File: src/rtl/control_pkg.sv
// rtl/control_pkg.sv - shared encodings and FSM state type for control_unit
package control_pkg;

    // ALU operation encodings driven on alu_control
    localparam logic [3:0] ALU_ADD = 4'h0;
    localparam logic [3:0] ALU_SUB = 4'h1;
    localparam logic [3:0] ALU_AND = 4'h2;
    localparam logic [3:0] ALU_ORR = 4'h3;
    localparam logic [3:0] ALU_EOR = 4'h4;
    localparam logic [3:0] ALU_MOV = 4'h5;

    // Instruction classes
    localparam logic [1:0] OP_DP  = 2'b00;
    localparam logic [1:0] OP_MEM = 2'b01;
    localparam logic [1:0] OP_BR  = 2'b10;
    localparam logic [1:0] OP_ILL = 2'b11;

    // Data-processing cmd field values
    localparam logic [3:0] CMD_AND = 4'b0000;
    localparam logic [3:0] CMD_EOR = 4'b0001;
    localparam logic [3:0] CMD_SUB = 4'b0010;
    localparam logic [3:0] CMD_ADD = 4'b0100;
    localparam logic [3:0] CMD_CMP = 4'b1010;
    localparam logic [3:0] CMD_ORR = 4'b1100;
    localparam logic [3:0] CMD_MOV = 4'b1101;

    // Condition codes
    localparam logic [3:0] COND_EQ = 4'b0000;
    localparam logic [3:0] COND_NE = 4'b0001;
    localparam logic [3:0] COND_CS = 4'b0010;
    localparam logic [3:0] COND_CC = 4'b0011;
    localparam logic [3:0] COND_MI = 4'b0100;
    localparam logic [3:0] COND_PL = 4'b0101;
    localparam logic [3:0] COND_VS = 4'b0110;
    localparam logic [3:0] COND_VC = 4'b0111;
    localparam logic [3:0] COND_HI = 4'b1000;
    localparam logic [3:0] COND_LS = 4'b1001;
    localparam logic [3:0] COND_GE = 4'b1010;
    localparam logic [3:0] COND_LT = 4'b1011;
    localparam logic [3:0] COND_GT = 4'b1100;
    localparam logic [3:0] COND_LE = 4'b1101;
    localparam logic [3:0] COND_AL = 4'b1110;
    localparam logic [3:0] COND_NV = 4'b1111;

    // Run-state FSM
    typedef enum logic [1:0] {
        ST_BOOT = 2'b00,
        ST_RUN  = 2'b01,
        ST_HALT = 2'b10,
        ST_TRAP = 2'b11
    } cu_state_e;

endpackage

File: src/rtl/cond_check.sv
// rtl/cond_check.sv - ARM condition-code evaluation against NZCV
module cond_check
    import control_pkg::*;
(
    input  logic [3:0] cond,
    input  logic [3:0] nzcv,
    output logic       cond_pass
);

    logic n, z, c, v;

    assign {n, z, c, v} = nzcv;

    // Standard ARM condition table; NV never passes
    always_comb begin
        cond_pass = 1'b0;
        case (cond)
            COND_EQ: cond_pass = z;
            COND_NE: cond_pass = ~z;
            COND_CS: cond_pass = c;
            COND_CC: cond_pass = ~c;
            COND_MI: cond_pass = n;
            COND_PL: cond_pass = ~n;
            COND_VS: cond_pass = v;
            COND_VC: cond_pass = ~v;
            COND_HI: cond_pass = c & ~z;
            COND_LS: cond_pass = ~c | z;
            COND_GE: cond_pass = (n == v);
            COND_LT: cond_pass = (n != v);
            COND_GT: cond_pass = ~z & (n == v);
            COND_LE: cond_pass = z | (n != v);
            COND_AL: cond_pass = 1'b1;
            default: cond_pass = 1'b0;
        endcase
    end

endmodule

File: src/rtl/control_unit.sv
// rtl/control_unit.sv - decode, condition gating, run-state FSM and retire counter; CU_SINGLE_STEP_EN enables HALT/step
module control_unit
    import control_pkg::*;
#(
    parameter int CNT_W = 32
) (
    input  logic             clk,
    input  logic             rst,
    input  logic [3:0]       cond,
    input  logic [1:0]       op,
    input  logic [5:0]       funct,
    input  logic [3:0]       rd,
    input  logic [4:0]       alu_flags,
    input  logic             halt_req,
    input  logic             step_req,
    output logic             pc_en,
    output logic             pc_src,
    output logic             mem_to_reg,
    output logic             mem_write,
    output logic             alu_src,
    output logic             reg_write,
    output logic [3:0]       alu_control,
    output logic [1:0]       reg_src,
    output logic             halted,
    output logic             trap,
    output logic [CNT_W-1:0] retire_count
);

    cu_state_e  state, state_next;
    logic [3:0] flags;
    logic       cond_pass;
    logic       illegal;
    logic       step_active;
    logic       exec;
    logic       dec_reg_write, dec_mem_write, dec_pc_src, dec_flag_upd;
    logic [3:0] cmd;
    logic       unused_bits;

    assign cmd = funct[4:1];

    cond_check u_cond_check (
        .cond      (cond),
        .nzcv      (flags),
        .cond_pass (cond_pass)
    );

    // An illegal op only matters when its condition passes; otherwise it is a no-op
    assign illegal = (op == OP_ILL) && cond_pass;

`ifdef CU_SINGLE_STEP_EN
    assign step_active = (state == ST_HALT) && step_req;
    assign unused_bits = alu_flags[4];
`else
    assign step_active = 1'b0;
    assign unused_bits = &{1'b0, alu_flags[4], halt_req, step_req};
`endif

    // State register
    always_ff @(posedge clk or negedge rst) begin
        if (!rst) state <= ST_BOOT;
        else      state <= state_next;
    end

    // Next-state logic
    always_comb begin
        state_next = state;
        case (state)
            ST_BOOT: state_next = ST_RUN;
            ST_RUN: begin
                if (illegal) state_next = ST_TRAP;
`ifdef CU_SINGLE_STEP_EN
                else if (halt_req) state_next = ST_HALT;
`endif
            end
            ST_HALT: begin
`ifdef CU_SINGLE_STEP_EN
                // A step that lands on an illegal op traps like it would in RUN
                if (step_active && illegal) state_next = ST_TRAP;
                else if (!halt_req)         state_next = ST_RUN;
`else
                state_next = ST_RUN;
`endif
            end
            default: state_next = ST_TRAP;
        endcase
    end

    // FSM outputs: execute qualifier and status flags
    always_comb begin
        exec   = ((state == ST_RUN) || step_active) && !illegal;
        trap   = (state == ST_TRAP);
`ifdef CU_SINGLE_STEP_EN
        halted = (state == ST_HALT);
`else
        halted = 1'b0;
`endif
    end

    // Instruction decode, before condition/exec gating
    always_comb begin
        dec_reg_write = 1'b0;
        dec_mem_write = 1'b0;
        dec_pc_src    = 1'b0;
        dec_flag_upd  = 1'b0;
        mem_to_reg    = 1'b0;
        alu_src       = 1'b0;
        alu_control   = ALU_ADD;
        reg_src       = 2'b00;
        case (op)
            OP_DP: begin
                alu_src = funct[5];
                case (cmd)
                    CMD_ADD: begin alu_control = ALU_ADD; dec_reg_write = 1'b1; end
                    CMD_SUB: begin alu_control = ALU_SUB; dec_reg_write = 1'b1; end
                    CMD_AND: begin alu_control = ALU_AND; dec_reg_write = 1'b1; end
                    CMD_ORR: begin alu_control = ALU_ORR; dec_reg_write = 1'b1; end
                    CMD_EOR: begin alu_control = ALU_EOR; dec_reg_write = 1'b1; end
                    CMD_MOV: begin alu_control = ALU_MOV; dec_reg_write = 1'b1; end
                    CMD_CMP: alu_control = ALU_SUB;
                    default: alu_control = ALU_ADD;
                endcase
                // Unsupported cmds fall through with no write and no flag update
                dec_flag_upd = (dec_reg_write && funct[0]) || (cmd == CMD_CMP);
                dec_pc_src   = dec_reg_write && (rd == 4'd15);
            end
            OP_MEM: begin
                alu_src = 1'b1;
                if (funct[0]) begin
                    mem_to_reg    = 1'b1;
                    dec_reg_write = 1'b1;
                    dec_pc_src    = (rd == 4'd15);
                end else begin
                    dec_mem_write = 1'b1;
                    reg_src[0]    = 1'b1;
                end
            end
            OP_BR: begin
                reg_src[1] = 1'b1;
                alu_src    = 1'b1;
                dec_pc_src = 1'b1;
            end
            default: ;
        endcase
    end

    // Architectural side effects only when the instruction really executes
    always_comb begin
        pc_en     = exec;
        reg_write = dec_reg_write && cond_pass && exec;
        mem_write = dec_mem_write && cond_pass && exec;
        pc_src    = dec_pc_src    && cond_pass && exec;
    end

    // NZCV register and retired-instruction counter
    always_ff @(posedge clk or negedge rst) begin
        if (!rst) begin
            flags        <= 4'b0000;
            retire_count <= '0;
        end else begin
            if (exec && cond_pass && (op == OP_DP) && dec_flag_upd)
                flags <= alu_flags[3:0];
            if (exec)
                retire_count <= retire_count + CNT_W'(1);
        end
    end

endmodule
File: config.mk
export PLATFORM = sky130hd
export DESIGN_NAME = control_unit
export DESIGN_NICKNAME = d
export VERILOG_FILES = /design/src/rtl/control_pkg.sv /design/src/rtl/cond_check.sv /design/src/rtl/control_unit.sv
export SDC_FILE = /design/constraint.sdc
export NUM_CORES = 1
export LEC_CHECK = 0
export CELL_PAD_IN_SITES_DETAIL_PLACEMENT = 0
export CELL_PAD_IN_SITES_GLOBAL_PLACEMENT = 1
export CORE_ASPECT_RATIO = 0.6
export CORE_UTILIZATION = 33
export CTS_CLUSTER_SIZE = 20
export DETAILED_ROUTE_END_ITERATION = 6
export GPL_TIMING_DRIVEN = 0
export PLACE_DENSITY = 0.79
export SYNTH_ARGS = -nofsm -noshare
export SYNTH_HDL_FRONTEND = slang
export SYNTH_HIERARCHICAL = 1
export SYNTH_SLANG_ARGS = --single-unit
File: constraint.sdc
create_clock -name clk -period 3.3 [get_ports clk]
set_clock_uncertainty 0.15 [all_clocks]
set_input_delay 0.33 -clock clk [delete_from_list [all_inputs] [get_ports clk]]
set_output_delay 0.33 -clock clk [all_outputs]
set_load 0.01 [all_outputs]
* Yosys cells after proc, flatten, opt, wreduce, memory -nomap -nowiden *
Index checks and enable logic that the tools add are counted.

storage, ports and cells
  bits in read-only memories = 0
  memories = 0
  latch bits = 0
  input bits = 25
  word-level logic and storage cells = 82
  register bits = 38
  RAM bits = 0

operators by class
  eq/ne operators = 30
  bitwise logic cells = 8
  $lt $le $gt $ge = 0
  shifts and indexed selects = 0
  mux-type cells = 17
  add/sub/neg operators = 1
  multipliers = 0
  divide/modulo/power cells = 0
  reduce and logical (&&, ||, !) cells = 23

operator list
  operator                                              number
  equality test 4 bit (second input constant)           11
  adder 32 x 1 -> 32 bit (second input constant)        1
  equality test 4 x 3 -> 1 bit (second input constant)  5
  case mux 1 bit (15 select lines)                      1
  case mux 3 bit (5 select lines)                       1
  logical AND 1 bit                                     13
  equality test 4 x 2 -> 1 bit (second input constant)  3
  two-way mux 1 bit                                     9
  equality test 2 bit (second input constant)           4
  equality test 4 x 1 -> 1 bit (second input constant)  2
  zero test 4 bit                                       2
  OR reduction 2 bit                                    3
  OR reduction 6 bit                                    1
  equality test 2 x 1 -> 1 bit (second input constant)  2
  zero test 2 bit                                       2
  NOT 1 bit                                             4
  case mux 1 bit (2 select lines)                       2
  case mux 2 bit (2 select lines)                       1
  two-way mux 3 bit                                     1
  case mux 1 bit (3 select lines)                       1
  AND 1 bit                                             2
  two-way mux 2 bit                                     1
  inequality test 2 bit (second input constant)         1
  bitwise OR 1 bit                                      2
  other kinds (4)                                       4

* Depth between registers and ports, before layout *
Gate-level depths: netlist of the first run.

  depth after elaboration = 9
  mapped depth = 10
  mapped depth without buffers = 9

* By module *
The synthesis of the first run kept the hierarchy.

modules (own cells, without submodules)
  module        seq. area each (um2)  times used  cells an instance  area each (um2)
  control_unit  950.9                 1           174                1935.6
  cond_check    0.0                   1           28                 193.9

* Least setup slack after synthesis of the first run *
Ideal clock, no wire load.

  path kind = register to register
  start = register flags[3]
  end = register retire_count[26]
  stages on the path, launching flop included = 10
  period minus slack after synthesis = 2.438 ns
  arrival = 2.162 ns
  path slack = 0.862 ns
  data required time = 3.024 ns
  cells stage by stage = dfrtp_1 xnor2_2 o22ai_1 a211o_1 a211o_1 nand2_1 nand4_1 nor3_4 nand3_1 xnor2_1

between the ends
  word-level cells in the longest chain between the ends = 6

RTL lines
  what                                                          line                                source
  start, declared                                               control_unit.sv:30                  logic [3:0] flags;
  start signal, assigned                                        control_unit.sv:161                 flags <= alu_flags[3:0];
  inequality test 1 bit or equality test 1 bit (tied branches)  -
  bitwise OR 1 bit or AND 1 bit (tied branches)                 cond_check.sv:31, cond_check.sv:30
  case mux 1 bit (15 select lines) (*)                          cond_check.sv:17                    case (cond)
  net cond_pass                                                 control_unit.sv:31                  logic cond_pass;
  logical AND 1 bit (*)                                         control_unit.sv:48                  assign illegal = (op == OP_ILL) && cond_pass;
  zero test 1 bit (*)                                           control_unit.sv:90                  exec = ((state == ST_RUN) || step_active) && !illegal;
  logical AND 1 bit (*)                                         control_unit.sv:90
  end signal, assigned                                          control_unit.sv:163                 retire_count <= retire_count + CNT_W'(1);
  end, declared                                                 control_unit.sv:26                  output logic [CNT_W-1:0] retire_count

The timed path passes the listed nets; every way through them passes the cells marked *.
A chain may end at the register's enable or synchronous reset.

* Worst setup path in the final report of the first run *
  start = register flags[3]
  end = output pc_en

between the ends
  word-level cells in the longest chain between the ends = 6

RTL lines
  what                                                          line                                source
  inequality test 1 bit or equality test 1 bit (tied branches)  -
  bitwise OR 1 bit or AND 1 bit (tied branches)                 cond_check.sv:31, cond_check.sv:30
  case mux 1 bit (15 select lines) (*)                          cond_check.sv:17
  net cond_pass                                                 control_unit.sv:31
  logical AND 1 bit (*)                                         control_unit.sv:48
  zero test 1 bit (*)                                           control_unit.sv:90
  logical AND 1 bit (*)                                         control_unit.sv:90
  end, declared                                                 control_unit.sv:16                  output logic pc_en,

Marks and branches as above.

==> reports/metrics.cfg, run 1 <==
[run_status]
status = finished with violations
violations = hold timing

[power_and_ir_drop]
power_density_nw_per_um2 = 450
switching_share_pct = 26.2
switching_power_w = 0.000355
power_w = 0.00135
leakagePower_nw = 1.31
seqPwrFrac_pct = 42.6
p_int_w = 0.000999
peakVddDrop_v = 0.000304
combPwrFrac_pct = 21.1
clockPowerShare_pct = 36.3

[flow_run]
cap_violations = 0

[floorplan]
core_area_sq_um = 6170
ios = 71
dieArea_sq_um = 6790
chipHeight_microns = 64.2
die_x_microns = 106
num_rows = 22
start_util_pct = 34.5

[setup_path]
worst-setup-path-type = reg -> out
crit_required_ns = 2.82
cp_top_family = compound AO/OA/AOI/OAI gates
critPathMaxFanout = 6
critPathLaunch = flags[3]
cpMostUsedCell = a211o_1
timing.rr.end = retire_count[26]
ff2ff_path_depth = 9
critPathLaunchType = register
critPathCaptureType = output port
slowest_stage = clkdlybuf4s50_1
crit_path_end = pc_en
r2r_start = flags[3]
r2r_slack_ns = 0.54
max_stage_delay_ns = 0.55
critPathArrivalTime_ns = 2.63
cp.depth = 7
path_cells = xnor2_2, o22ai_1, a211o_1, a211o_1, nand2_1, and2_2, clkdlybuf4s50_1
cp_num_buf_inv = 1

[timing]
max_slew_margin_pct = 43.7
period_needed_ns = 3.11
tightest_slew_ns = 0.845
grt_setup_unrepaired = false
slew_violations = 0
fmax_ghz = 0.322
hold_viol_final = 16
holdWs_ns = -0.0196
setup_tns_ns = 0
setup-violations-final = 0
post-route-period-util_pct = 94.1

[placement]
portBuffers = 63
gp_congestion = 0.754
dpl_cell_area_sq_um = 2860
post-place-cells = 350
hpwlAfterDp_mm = 3.48

[synth]
yosysTopAreaCellShare_pct = 44.7
synth_seq_cells = 38
synth_edf_count = 0
netlist_area_sq_um = 2130
synth_cells = 202
muxShareOfSynthArea_pct = 3.35
synth_fa_ha_area_share_pct = 3.53
synthTopCellsByArea = dfrtp_1 45%, xnor2_1 11%, ha_1 3.5%
synth_compound_area_share_pct = 5.82
yosys_warnings = 6
avgSynthCellArea_sq_um = 10.5
ys_types = 44
synth_async_sr_flop_share_pct = 100
ys_seq_area_share_pct = 44.7
synth-simple-area-share_pct = 26.2
synth_xor_area_share_pct = 13.9
post-synth-top-area-cell = dfrtp_1
synth_top_family_by_area = simple AND/OR/NAND/NOR gates
synth_flop_cell = dfrtp_1

[grt]
grt_pass1_vias = 1574
grt_overflow = 0
grt_pass1_wl_mm = 7.80
grt_usage_pct = 14.7
antenna_found_initial = 0
grt_max_degree = 39

[clock_network]
worstSkewPairLatency_ns = 0.29
cts_tree = yes
htreeDepth = 2
cts_buffers = 5
clk_pin_slew_worst_paths_ns = 0.08
cts_buffer_depth = 2
cts.sinks = 38
clock-root-buffer = clkbuf_8

[route]
wire_per_inst_microns = 13.1
first_pass_iters = 4
via_per_inst = 4.70
vias = 1678
ant_nets = 0
wl_mm = 4.68
drc = 0
first_iter_violations = 46

[finish]
fin_cells = 357
antenna_cells = 0
layout_common_cells = 61 x clkdlybuf4s50_1, 38 x dfrtp_1, 26 x xnor2_1
syn_to_final_growth_pct = 41.2
final_common_cell = clkdlybuf4s50_1
final_area_sq_um = 3010
layout-drive-gt1-share_pct = 11.0
final_net_count = 303

[worst_hold_path]
hp-class = in -> async

==> worst reg2reg max path, cell delays in order (launching register included) <==
cell and delay (ns):
dfrtp_1 0.46, xnor2_2 0.23, o22ai_1 0.12, a211o_1 0.30, a211o_1 0.30, nand2_1 0.14
nand4_1 0.31, nor3_4 0.38, nand3_1 0.13, xnor2_1 0.13
==> registers in the layout, indices dropped and copies added (netlist names) <==
signal / flops
state: 2
retire_count: 32
flags: 4
==> area by class of cell <==
type                            count  area, sq um
Tap cell                           84          105
Buffer                              5         31.3
Sequential cell                    38          951
Inverter                            3         11.3
Clock inverter                      2         60.1
Multi-Input combinational cell    156         1140
Fill cell                         577         3160
Clock buffer                        6         82.6
Timing Repair Buffer               63          628
==> cells by family after synthesis <==
family,count (synthesis)
xor+xnor,33
buf+inv,9
compound gates,18
simple gates,90
mux,6
other cells,2
fa+ha+maj,6
flops,38
==> worst min path at each step <==
stage / cells past startpoint / from / slack (ns) / endpoint
4_1_cts: 1 / rst / 0.01 / retire_count[29]
6_report: 1 / rst / -0.02 / retire_count[31]
5_1_grt: 1 / rst / 0.06 / retire_count[31]
2_1_floorplan: 0 / rst / -0.12 / flags[0]
3_3_place_gp: 1 / retire_count[31] / 0.31 / retire_count[31]
3_5_place_dp: 1 / retire_count[31] / 0.32 / retire_count[31]
==> metal layers <==
metal,vias to the layer above,GRT usage (%),wire [microns]
li1,842,-,-
met1,800,23.2,2680
met2,33,19.0,1790
met3,3,3.57,193
met4,0,4.17,21
met5,-,0,0
==> cells in the mapped netlist (3+ instances only) <==
library cell,number
a21oi_1,4
buf_4,3
nor3_1,3
dfrtp_1,38
nand2b_1,4
and4_1,4
nand2_1,18
mux2_2,5
ha_1,6
nor2b_1,4
and2_1,4
nor2_1,12
nand4_1,7
nand3_1,13
xor2_1,6
inv_1,3
and3_1,6
xnor2_1,26
==> power by group through the flow <==
stage / combinational (W) / clock (W) / sequential, W
6_report: 0.000286 / 0.000492 / 0.000576
5_1_grt: 0.000311 / 0.000522 / 0.000584
4_1_cts: 0.000289 / 0.000502 / 0.000575
3_5_place_dp: 0.000287 / 0 / 0.000583
3_3_place_gp: 0.000285 / 0 / 0.000583
2_1_floorplan: 0.000129 / 0 / 0.000587
==> timing repair <==
| item | in CTS | in global routing |
|---|---|---|
| hold buffers | 0 | 0 |
| endpoints found under the setup margin | 1 | 2 |
| gates cloned | 0 | 0 |
| resized for setup | 1 | 1 |
| setup buffers | 0 | 0 |
==> metrics by stage <==
step	setup slack, ns	util, %	hold WS, ns
after floorplan	0.862	-	-0.116
after global placement	-0.181	46.5	0.314
after detailed placement	-0.174	46.4	0.324
after CTS	0.00254	48.7	0.0134
after global routing	0.0807	48.8	0.0599
final	0.195	48.8	-0.0196
(Power assumes the default switching activity.)
==> inputs of run 2 (changes only) <==
--- a/config.mk
+++ b/config.mk
@@ -9,6 +9,7 @@
 export CELL_PAD_IN_SITES_GLOBAL_PLACEMENT = 1
 export CORE_ASPECT_RATIO = 0.6
 export CORE_UTILIZATION = 33
+export CTS_BUF_LIST = sky130_fd_sc_hd__clkbuf_8
 export CTS_CLUSTER_SIZE = 20
 export DETAILED_ROUTE_END_ITERATION = 6
 export GPL_TIMING_DRIVEN = 0
==> results of run 2 <==
No change in the layout: final DEF, timing and power equal those of run 1.
